[config.mk]
export PLATFORM = sky130hd
export DESIGN_NAME = perceptron_trainer_n_flat
export DESIGN_NICKNAME = d
export VERILOG_FILES = /design/src/rtl/perceptron_pkg.sv /design/src/rtl/perceptron_trainer_n_if.sv /design/src/rtl/perceptron_mac.sv /design/src/rtl/perceptron_trainer_n.sv /design/src/flat_wrapper.sv
export SDC_FILE = /design/constraint.sdc
export NUM_CORES = 1
export LEC_CHECK = 0
export CORE_UTILIZATION = 62
export CTS_CLUSTER_SIZE = 8
export DETAILED_ROUTE_END_ITERATION = 12
export PLACE_DENSITY_LB_ADDON = 0.25
export SYNTH_ARGS = -nofsm -noshare
export SYNTH_HDL_FRONTEND = slang
export SYNTH_HIERARCHICAL = 1
export SYNTH_SLANG_ARGS = --single-unit
[constraint.sdc]
create_clock -name clk -period 11.71 [get_ports clk]
set_input_delay 2.342 -clock clk [delete_from_list [all_inputs] [get_ports clk]]
set_output_delay 2.342 -clock clk [all_outputs]
set_load 0.01 [all_outputs]
[src/rtl/perceptron_pkg.sv]
// Shared definitions for the N-input perceptron trainer.
//   - FSM state encodings (3-bit constants)
//   - target / decision sign encodings
//   - sat_add: signed add clamped to a given two's-complement width
// The top module's header lists the optional build macro.
package perceptron_pkg;

  localparam logic [2:0] ST_IDLE   = 3'd0;
  localparam logic [2:0] ST_WAIT   = 3'd1;
  localparam logic [2:0] ST_MAC    = 3'd2;
  localparam logic [2:0] ST_DECIDE = 3'd3;
  localparam logic [2:0] ST_UPDATE = 3'd4;
  localparam logic [2:0] ST_EEND   = 3'd5;
  localparam logic [2:0] ST_DONE   = 3'd6;

  localparam logic [1:0] SIGN_POS  = 2'b01;
  localparam logic [1:0] SIGN_NEG  = 2'b11;
  localparam logic [1:0] SIGN_ZERO = 2'b00;

  // a + d, clamped to [-2^(wb-1), 2^(wb-1)-1]. The sum is formed at 33 bits,
  // so the 32-bit operands themselves cannot overflow.
  function automatic logic signed [31:0] sat_add(input logic signed [31:0] a,
                                                 input logic signed [31:0] d,
                                                 input int wb);
    logic signed [32:0] s, hi, lo;
    s  = {a[31], a} + {d[31], d};
    hi = (33'sd1 <<< (wb - 1)) - 33'sd1;
    lo = -(33'sd1 <<< (wb - 1));
    if (s > hi)      return hi[31:0];
    else if (s < lo) return lo[31:0];
    else             return s[31:0];
  endfunction

endpackage

[src/rtl/perceptron_trainer_n_if.sv]
// Training-sample stream: valid/ready handshake carrying one sample.
//   s_valid/s_ready : handshake, transfer when both are high
//   s_x             : N_IN packed signed inputs, x[i] at [i*W +: W]
//   s_t             : target, 01 = +1, 11 = -1
//   s_last          : last sample of the epoch
// master = sample source, slave = trainer.
interface perceptron_trainer_n_if #(
  parameter int N_IN = 2,
  parameter int W    = 14
);
  logic              s_valid;
  logic              s_ready;
  logic [N_IN*W-1:0] s_x;
  logic [1:0]        s_t;
  logic              s_last;

  modport master (output s_valid, s_x, s_t, s_last, input  s_ready);
  modport slave  (input  s_valid, s_x, s_t, s_last, output s_ready);
endinterface

[src/rtl/perceptron_mac.sv]
// Sequential multiply/shift/accumulate datapath of the perceptron trainer.
//   init : load acc with the sign-extended bias
//   en   : acc += trunc_AW((x[idx]*w[idx]) >>> FRAC), wrapping
//   idx  : term index, stepped by the controller
//   acc  : AW-bit signed accumulator
module perceptron_mac #(
  parameter int N_IN = 2,
  parameter int W    = 14,
  parameter int FRAC = 8,
  parameter int AW   = 16,
  parameter int IW   = 2
) (
  input  logic                   clk,
  input  logic                   rst,
  input  logic                   init,
  input  logic                   en,
  input  logic [IW-1:0]          idx,
  input  logic [N_IN-1:0][W-1:0] x,
  input  logic [N_IN-1:0][W-1:0] w,
  input  logic [W-1:0]           b,
  output logic signed [AW-1:0]   acc
);
  logic signed [2*W-1:0] prod, prod_sh;
  logic signed [AW-1:0]  acc_q, acc_d;

  always_comb begin
    prod    = (2*W)'(signed'(x[idx])) * (2*W)'(signed'(w[idx]));
    prod_sh = prod >>> FRAC;
    acc_d   = acc_q;
    if (init)    acc_d = {{(AW-W){b[W-1]}}, b};
    else if (en) acc_d = acc_q + prod_sh[AW-1:0];
  end

  always_ff @(posedge clk or negedge rst) begin
    if (!rst) acc_q <= '0;
    else      acc_q <= acc_d;
  end

  assign acc = acc_q;
endmodule

[src/rtl/perceptron_trainer_n.sv]
// N-input perceptron trainer. Samples arrive on the stream interface; weights
// and bias are updated in place; training stops after an error-free epoch
// (converged) or after MAX_EPOCHS epochs.
// Ports:
//   clk, rst (async, active low), start (honoured in IDLE/DONE only)
//   s          : sample stream (slave side)
//   epoch_req  : one-cycle pulse asking the source to replay the epoch
//   ready      : training finished; converged valid while ready
//   y_sign     : last decision (01 +1, 11 -1, 00 zero)
//   b, w       : bias and packed weights; epoch_cnt : completed epochs
// Build macro PERCEPTRON_SATURATE_EN: weight/bias updates saturate at W bits
// instead of wrapping. The accumulator wraps in both builds.
module perceptron_trainer_n
  import perceptron_pkg::*;
#(
  parameter  int N_IN        = 2,
  parameter  int W           = 14,
  parameter  int FRAC        = 8,
  parameter  int ALPHA_SHIFT = 0,
  parameter  int THETA       = 0,
  parameter  int MAX_EPOCHS  = 16,
  localparam int EW          = $clog2(MAX_EPOCHS + 1),
  localparam int AW          = W + $clog2(N_IN + 1),
  localparam int IW          = $clog2(N_IN + 1)
) (
  input  logic                 clk,
  input  logic                 rst,
  input  logic                 start,
  perceptron_trainer_n_if.slave s,
  output logic                 epoch_req,
  output logic                 ready,
  output logic                 converged,
  output logic [1:0]           y_sign,
  output logic [W-1:0]         b,
  output logic [N_IN*W-1:0]    w,
  output logic [EW-1:0]        epoch_cnt
);
  localparam logic [IW-1:0] IDX_LAST = IW'(N_IN - 1);
  localparam logic [IW-1:0] IDX_BIAS = IW'(N_IN);
  localparam logic [EW-1:0] EP_MAX   = EW'(MAX_EPOCHS);
  localparam int            BSTEP    = (1 << FRAC) >>> ALPHA_SHIFT;

  logic [2:0]             state_q, state_d;
  logic [IW-1:0]          idx_q, idx_d;
  logic [N_IN-1:0][W-1:0] x_q, x_d, w_q, w_d;
  logic [W-1:0]           b_q, b_d;
  logic                   tpos_q, tpos_d, last_q, last_d, flag_q, flag_d;
  logic [1:0]             y_q, y_d;
  logic [EW-1:0]          ep_q, ep_d;
  logic                   ready_q, ready_d, conv_q, conv_d, ereq_q, ereq_d;
  logic signed [AW-1:0]   acc;
  logic                   mac_init, mac_en;
  logic signed [31:0]     acc32, xs32, dx;
  logic [1:0]             y_new, t_code;

  // One weight/bias step: wrap or saturate at W bits.
  function automatic logic [W-1:0] upd(input logic [W-1:0] a, input logic signed [31:0] d);
    logic signed [31:0] a32, r;
    a32 = 32'(signed'(a));
`ifdef PERCEPTRON_SATURATE_EN
    r = sat_add(a32, d, W);
`else
    r = a32 + d;
`endif
    return r[W-1:0];
  endfunction

  perceptron_mac #(.N_IN(N_IN), .W(W), .FRAC(FRAC), .AW(AW), .IW(IW)) u_mac (
    .clk  (clk),
    .rst  (rst),
    .init (mac_init),
    .en   (mac_en),
    .idx  (idx_q),
    .x    (x_q),
    .w    (w_q),
    .b    (b_q),
    .acc  (acc)
  );

  always_comb begin
    state_d  = state_q;
    idx_d    = idx_q;
    x_d      = x_q;
    w_d      = w_q;
    b_d      = b_q;
    tpos_d   = tpos_q;
    last_d   = last_q;
    flag_d   = flag_q;
    y_d      = y_q;
    ep_d     = ep_q;
    ready_d  = ready_q;
    conv_d   = conv_q;
    ereq_d   = 1'b0;
    mac_init = 1'b0;
    mac_en   = 1'b0;

    acc32  = 32'(acc);
    t_code = tpos_q ? SIGN_POS : SIGN_NEG;
    y_new  = (acc32 > THETA)  ? SIGN_POS :
             (acc32 < -THETA) ? SIGN_NEG : SIGN_ZERO;
    xs32   = 32'(signed'(x_q[idx_q])) >>> ALPHA_SHIFT;
    dx     = tpos_q ? xs32 : -xs32;

    case (state_q)
      ST_IDLE, ST_DONE: begin
        if (start) begin
          w_d     = '0;
          b_d     = '0;
          ep_d    = '0;
          flag_d  = 1'b1;
          ready_d = 1'b0;
          conv_d  = 1'b0;
          state_d = ST_WAIT;
        end
      end
      ST_WAIT: begin
        if (s.s_valid) begin
          x_d      = s.s_x;
          tpos_d   = (s.s_t == SIGN_POS);  // any non-01 target counts as -1
          last_d   = s.s_last;
          idx_d    = '0;
          mac_init = 1'b1;
          state_d  = ST_MAC;
        end
      end
      ST_MAC: begin
        mac_en = 1'b1;
        if (idx_q == IDX_LAST) begin
          idx_d   = '0;
          state_d = ST_DECIDE;
        end else begin
          idx_d = idx_q + 1'b1;
        end
      end
      ST_DECIDE: begin
        y_d = y_new;
        if (y_new == t_code) begin
          state_d = last_q ? ST_EEND : ST_WAIT;
        end else begin
          flag_d  = 1'b0;
          idx_d   = '0;
          state_d = ST_UPDATE;
        end
      end
      ST_UPDATE: begin
        // idx 0..N_IN-1 steps the weights, idx N_IN steps the bias.
        if (idx_q == IDX_BIAS) begin
          b_d     = upd(b_q, tpos_q ? BSTEP : -BSTEP);
          idx_d   = '0;
          state_d = last_q ? ST_EEND : ST_WAIT;
        end else begin
          w_d[idx_q] = upd(w_q[idx_q], dx);
          idx_d      = idx_q + 1'b1;
        end
      end
      ST_EEND: begin
        ep_d = ep_q + 1'b1;
        if (flag_q) begin
          ready_d = 1'b1;
          conv_d  = 1'b1;
          state_d = ST_DONE;
        end else if (ep_d == EP_MAX) begin
          ready_d = 1'b1;
          conv_d  = 1'b0;
          state_d = ST_DONE;
        end else begin
          ereq_d  = 1'b1;
          flag_d  = 1'b1;
          state_d = ST_WAIT;
        end
      end
      default: state_d = ST_IDLE;
    endcase
  end

  always_ff @(posedge clk or negedge rst) begin
    if (!rst) begin
      state_q <= ST_IDLE;
      idx_q   <= '0;
      x_q     <= '0;
      w_q     <= '0;
      b_q     <= '0;
      tpos_q  <= 1'b0;
      last_q  <= 1'b0;
      flag_q  <= 1'b0;
      y_q     <= SIGN_ZERO;
      ep_q    <= '0;
      ready_q <= 1'b0;
      conv_q  <= 1'b0;
      ereq_q  <= 1'b0;
    end else begin
      state_q <= state_d;
      idx_q   <= idx_d;
      x_q     <= x_d;
      w_q     <= w_d;
      b_q     <= b_d;
      tpos_q  <= tpos_d;
      last_q  <= last_d;
      flag_q  <= flag_d;
      y_q     <= y_d;
      ep_q    <= ep_d;
      ready_q <= ready_d;
      conv_q  <= conv_d;
      ereq_q  <= ereq_d;
    end
  end

  assign s.s_ready = (state_q == ST_WAIT);
  assign epoch_req = ereq_q;
  assign ready     = ready_q;
  assign converged = conv_q;
  assign y_sign    = y_q;
  assign b         = b_q;
  assign w         = w_q;
  assign epoch_cnt = ep_q;
endmodule

[src/flat_wrapper.sv]
// flat-port wrapper written by rule: the top's interface ports become plain ports
module perceptron_trainer_n_flat import perceptron_pkg::*;
#(
  parameter  int N_IN        = 2,
  parameter  int W           = 14,
  parameter  int FRAC        = 8,
  parameter  int ALPHA_SHIFT = 0,
  parameter  int THETA       = 0,
  parameter  int MAX_EPOCHS  = 16,
  localparam int EW          = $clog2(MAX_EPOCHS + 1),
  localparam int AW          = W + $clog2(N_IN + 1),
  localparam int IW          = $clog2(N_IN + 1)
)
  (clk, rst, start, epoch_req, ready, converged, y_sign, b, w, epoch_cnt, s_s_valid, s_s_x, s_s_t, s_s_last, s_s_ready);
  perceptron_trainer_n_if #(.N_IN(N_IN), .W(W)) s_i ();
  input  logic clk;
  input  logic rst;
  input  logic start;
  output logic epoch_req;
  output logic ready;
  output logic converged;
  output logic [1:0] y_sign;
  output logic [W-1:0] b;
  output logic [N_IN*W-1:0] w;
  output logic [EW-1:0] epoch_cnt;
  input wire logic [$bits(s_i.s_valid)-1:0] s_s_valid;
  input wire logic [$bits(s_i.s_x)-1:0] s_s_x;
  input wire logic [$bits(s_i.s_t)-1:0] s_s_t;
  input wire logic [$bits(s_i.s_last)-1:0] s_s_last;
  output wire logic [$bits(s_i.s_ready)-1:0] s_s_ready;
  assign s_i.s_valid = s_s_valid;
  assign s_i.s_x = s_s_x;
  assign s_i.s_t = s_s_t;
  assign s_i.s_last = s_s_last;
  assign s_s_ready = s_i.s_ready;
  perceptron_trainer_n #(.N_IN(N_IN), .W(W), .FRAC(FRAC), .ALPHA_SHIFT(ALPHA_SHIFT), .THETA(THETA), .MAX_EPOCHS(MAX_EPOCHS)) u_core (.clk(clk), .rst(rst), .start(start), .s(s_i), .epoch_req(epoch_req), .ready(ready), .converged(converged), .y_sign(y_sign), .b(b), .w(w), .epoch_cnt(epoch_cnt));
endmodule
==> metrics.csv <==
stage,metric,value,unit
die,num_io_pins,88,
sta,grt_setup_unrepaired,false,
critical_path,crit_fanout,58,
final_layout,fin_nets,1779,
synth,async_flop_share,100.0,%
die,initial_core_util,63.02,%
outcome,status,finished clean,
cts,clock-sinks,96,
die,die_x,147.9,um
flow_run,maxCapViolCount,0,
worst_hold_path,hp-class,flop to flop,
cts,cts_buffers,9,
synth,synthCells,1414,
route,finalWirelength,32.27,mm
sta,setup_viol,0,
sta,slew_headroom,29.07,%
cts,root_buffer,clkbuf_16,
placed_design,hpwlAfterDp,25.85,mm
final_layout,fill_cells,1621,
critical_path,required,11.99,ns
route,via_per_inst,5.798,
critical_path,crit_type,flop to flop,
critical_path,reg2reg_to,u_core/u_mac/acc[15]$_DFFE_PN0P_,
placed_design,place_area,0.01421,mm2
cts,cts.clk_slew.worst_paths,0.07,ns
sta,fin_hold_ws,0.4972,ns
sta,hold_violations,0,
global_route,grt_first_pass_wirelength,52.99,mm
cts,hold_buffers,0,
critical_path,path_common_cell,fa_1,
critical_path,r2r_setup_slack,2.41,ns
final_layout,multi_input_area,0.009722,mm2
cts,ctsResizeCount,0,
critical_path,reg2reg_depth,29,
final_layout,seqCellArea,0.002406,mm2
critical_path,worstSetupEndpoint,u_core/u_mac/acc[15]$_DFFE_PN0P_,
critical_path,crit_start,u_core/idx_q[0]$_DFFE_PN0P_,
sta,fin_crit,9.297,ns
global_route,gr-total-overflow,0,
critical_path,critPathMaxStageDelay,0.93,ns
die,fp.dieH,147.9,um
synth,ys_ff_latch,96,
final_layout,syn2layout_area_growth,10.14,%
synth,synth_top_flop_cell,dfrtp_1,
synth,yosys.area.top_type,fa_1,
cts,clock_latency,0.36,ns
critical_path,worstPathArrival,9.58,ns
route,post_drt_wl_per_cell,18.32,um
sta,fin_skew,0.01688,ns
synth,syn_area,0.01321,mm2
global_route,grt_max_degree,70,
synth,synth_cell_types,81,
synth,synth_warnings,6,
final_layout,layout-drive-gt1-share,9.146,%
critical_path,r2r_start,u_core/idx_q[0]$_DFFE_PN0P_,
sta,period_share,79.39,%
critical_path,endpoint_kind,flop,
critical_path,critPathSlowestCell,mux2i_1,
placed_design,finalWeightedCongestion,0.9645,
route,via_count,10220,
final_layout,fin_area,0.01454,mm2
route,antenna_left,0,
sta,fin_setup_tns,0,ns
critical_path,startpoint_type,flop,
global_route,grt_pass1_vias,10340,
cts,cts_tree,built,
synth,synth_top_area_share,25.47,%
synth,syn_avg_cell_area,9.339,um2
die,dieArea,0.02189,mm2
global_route,grt.total_usage,31.20,%
cts,htreeDepth,3,
die,core,0.02096,mm2
cts,clockBufferDepth,2,
synth,seq_area_frac_synth,18.19,%
synth,synth_edf_count,0,
sta,slew_violations,0,
die,rows,53,
sta,fmax,107.6,MHz
global_route,antenna_found_initial,0,
final_layout,diodes,0,
route,post-route-drc-count,0,
route,drt_iter0_markers,615,
placed_design,io_buffers,79,
cts,post_cts_buffers,0,
route,drt_first_pass_iters,5,
synth,synthTopCellsByArea,"fa_1 (25%), dfrtp_1 (18%), ha_1 (8.9%), inv_1 (6.7%), mux2_2 (5.2%)",
sta,tightest_slew,1.034,ns
==> per-layer routing <==
| metal | up-vias | global-route usage [%] | wire length, um |
|---|---|---|---|
| li1 | 4701 | - | - |
| met4 | 0 | 9.381 | 684 |
| met5 | - | 0 | 0 |
| met1 | 5112 | 44.75 | 14450 |
| met3 | 49 | 4.877 | 2034 |
| met2 | 354 | 48.99 | 15110 |
==> cells in the mapped netlist, types with 13 or more instances <==
master    instances
xor2_1           21
a21o_1           13
mux2_2           61
fa_1            168
clkbuf_1         16
nor2_1          143
inv_1           236
xnor2_1          51
o21ai_0          51
nand2_1         132
nor3_1           15
a21oi_1          46
dfrtp_1          96
buf_2            14
nand3_1          15
mux2i_1          50
a22o_1           15
ha_1             94
==> logic make-up (layout without fill, tap and decap cells) <==
group | after synthesis | after routing | synth area share, %
AND/OR/NAND/NOR | 378 | 378 | 13.06
buffers and inverters | 283 | 341 | 8.641
adder cells (fa/ha/maj) | 262 | 262 | 34.38
AO/OA/AOI/OAI | 200 | 200 | 10.35
multiplexers | 120 | 120 | 10.29
flip-flops | 96 | 96 | 18.19
XOR/XNOR | 74 | 74 | 5.069
other | 1 | 16 | 0.02840
==> per-stage QoR <==
stage                     setup WS (ns)  instances  util (%)
after floorplan                   3.421       1429         -
after global placement            2.608       1745     67.83
after detailed placement          2.478       1745     67.83
after CTS                         2.460       1761     69.37
after global routing              1.744       1762     69.41
final                             2.413       1762     69.41
==> area by class of cell <==
type	instances	share of cell area [%]
clock buffers	11	1.669
inverters	236	6.091
well taps	275	2.366
multi-input cells	1050	66.84
clock inverters	5	0.5506
flip-flops and latches	96	16.54
repair buffers	89	5.936
==> state kept, by name, indices dropped and copies added (netlist names), 2 cells and up <==
name and flops:
u_core/b 6, u_core/epoch_cnt 5, u_core/idx_q 2, u_core/state_q 3
u_core/u_mac/acc 16, u_core/w 28, u_core/x_q 28, u_core/y_sign 2
==> cell usage in the layout (no fill, tap or decap), types with 3 or more instances in the layout <==
cell | synthesis | routed
inv_1 | 236 | 236
fa_1 | 168 | 168
nor2_1 | 143 | 142
nand2_1 | 132 | 132
dfrtp_1 | 96 | 95
ha_1 | 94 | 94
clkdlybuf4s50_1 | 0 | 78
mux2_2 | 61 | 61
xnor2_1 | 51 | 51
o21ai_0 | 51 | 51
mux2i_1 | 50 | 50
a21oi_1 | 46 | 46
xor2_1 | 21 | 21
conb_1 | 1 | 16
nor3_1 | 15 | 15
nand3_1 | 15 | 15
a22o_1 | 15 | 15
a21o_1 | 13 | 13
nand2b_1 | 12 | 12
buf_4 | 8 | 11
or2_2 | 11 | 11
clkbuf_16 | 0 | 9
a31oi_1 | 9 | 9
o21ai_1 | 9 | 9
o21bai_1 | 7 | 7
nand3b_1 | 6 | 6
a211oi_1 | 6 | 6
or3_1 | 6 | 6
nor2b_1 | 5 | 5
nor4_1 | 5 | 5
o21a_1 | 5 | 5
mux2i_4 | 5 | 5
and2_1 | 4 | 4
and3_1 | 5 | 4
o31ai_1 | 3 | 3
nor2_2 | 2 | 3
nand4b_1 | 3 | 3
a211o_1 | 3 | 3
mux2_4 | 3 | 3
==> critical path: cells and delay by family (launching register included) <==
| family | cells | cell delay, ns |
|---|---|---|
| AOI/OAI and AO/OA | 8 | 1.37 |
| DFF | 1 | 0.91 |
| buffers and inverters | 5 | 0.97 |
| and+or+nand+nor | 3 | 0.90 |
| muxes | 2 | 1.02 |
| xor gates and xnor gates | 3 | 0.46 |
| adders and majority gates | 8 | 3.57 |
==> worst min path at each step <==
stage                         startpoint                            to  slack, ns  depth (start not counted)
2_1_floorplan  u_core/flag_q$_DFFE_PN0P_  u_core/converged$_DFFE_PN0P_       0.45                          2
3_3_place_gp   u_core/flag_q$_DFFE_PN0P_  u_core/converged$_DFFE_PN0P_       0.47                          2
3_5_place_dp   u_core/flag_q$_DFFE_PN0P_  u_core/converged$_DFFE_PN0P_       0.47                          2
4_1_cts        u_core/flag_q$_DFFE_PN0P_  u_core/converged$_DFFE_PN0P_       0.50                          2
5_1_grt        u_core/flag_q$_DFFE_PN0P_  u_core/converged$_DFFE_PN0P_       0.52                          2
6_report       u_core/flag_q$_DFFE_PN0P_  u_core/converged$_DFFE_PN0P_       0.50                          2
Power is left out: the tool's default activity adds up to more than one toggle a clock period on the data nets, which glitch-free logic cannot reach.
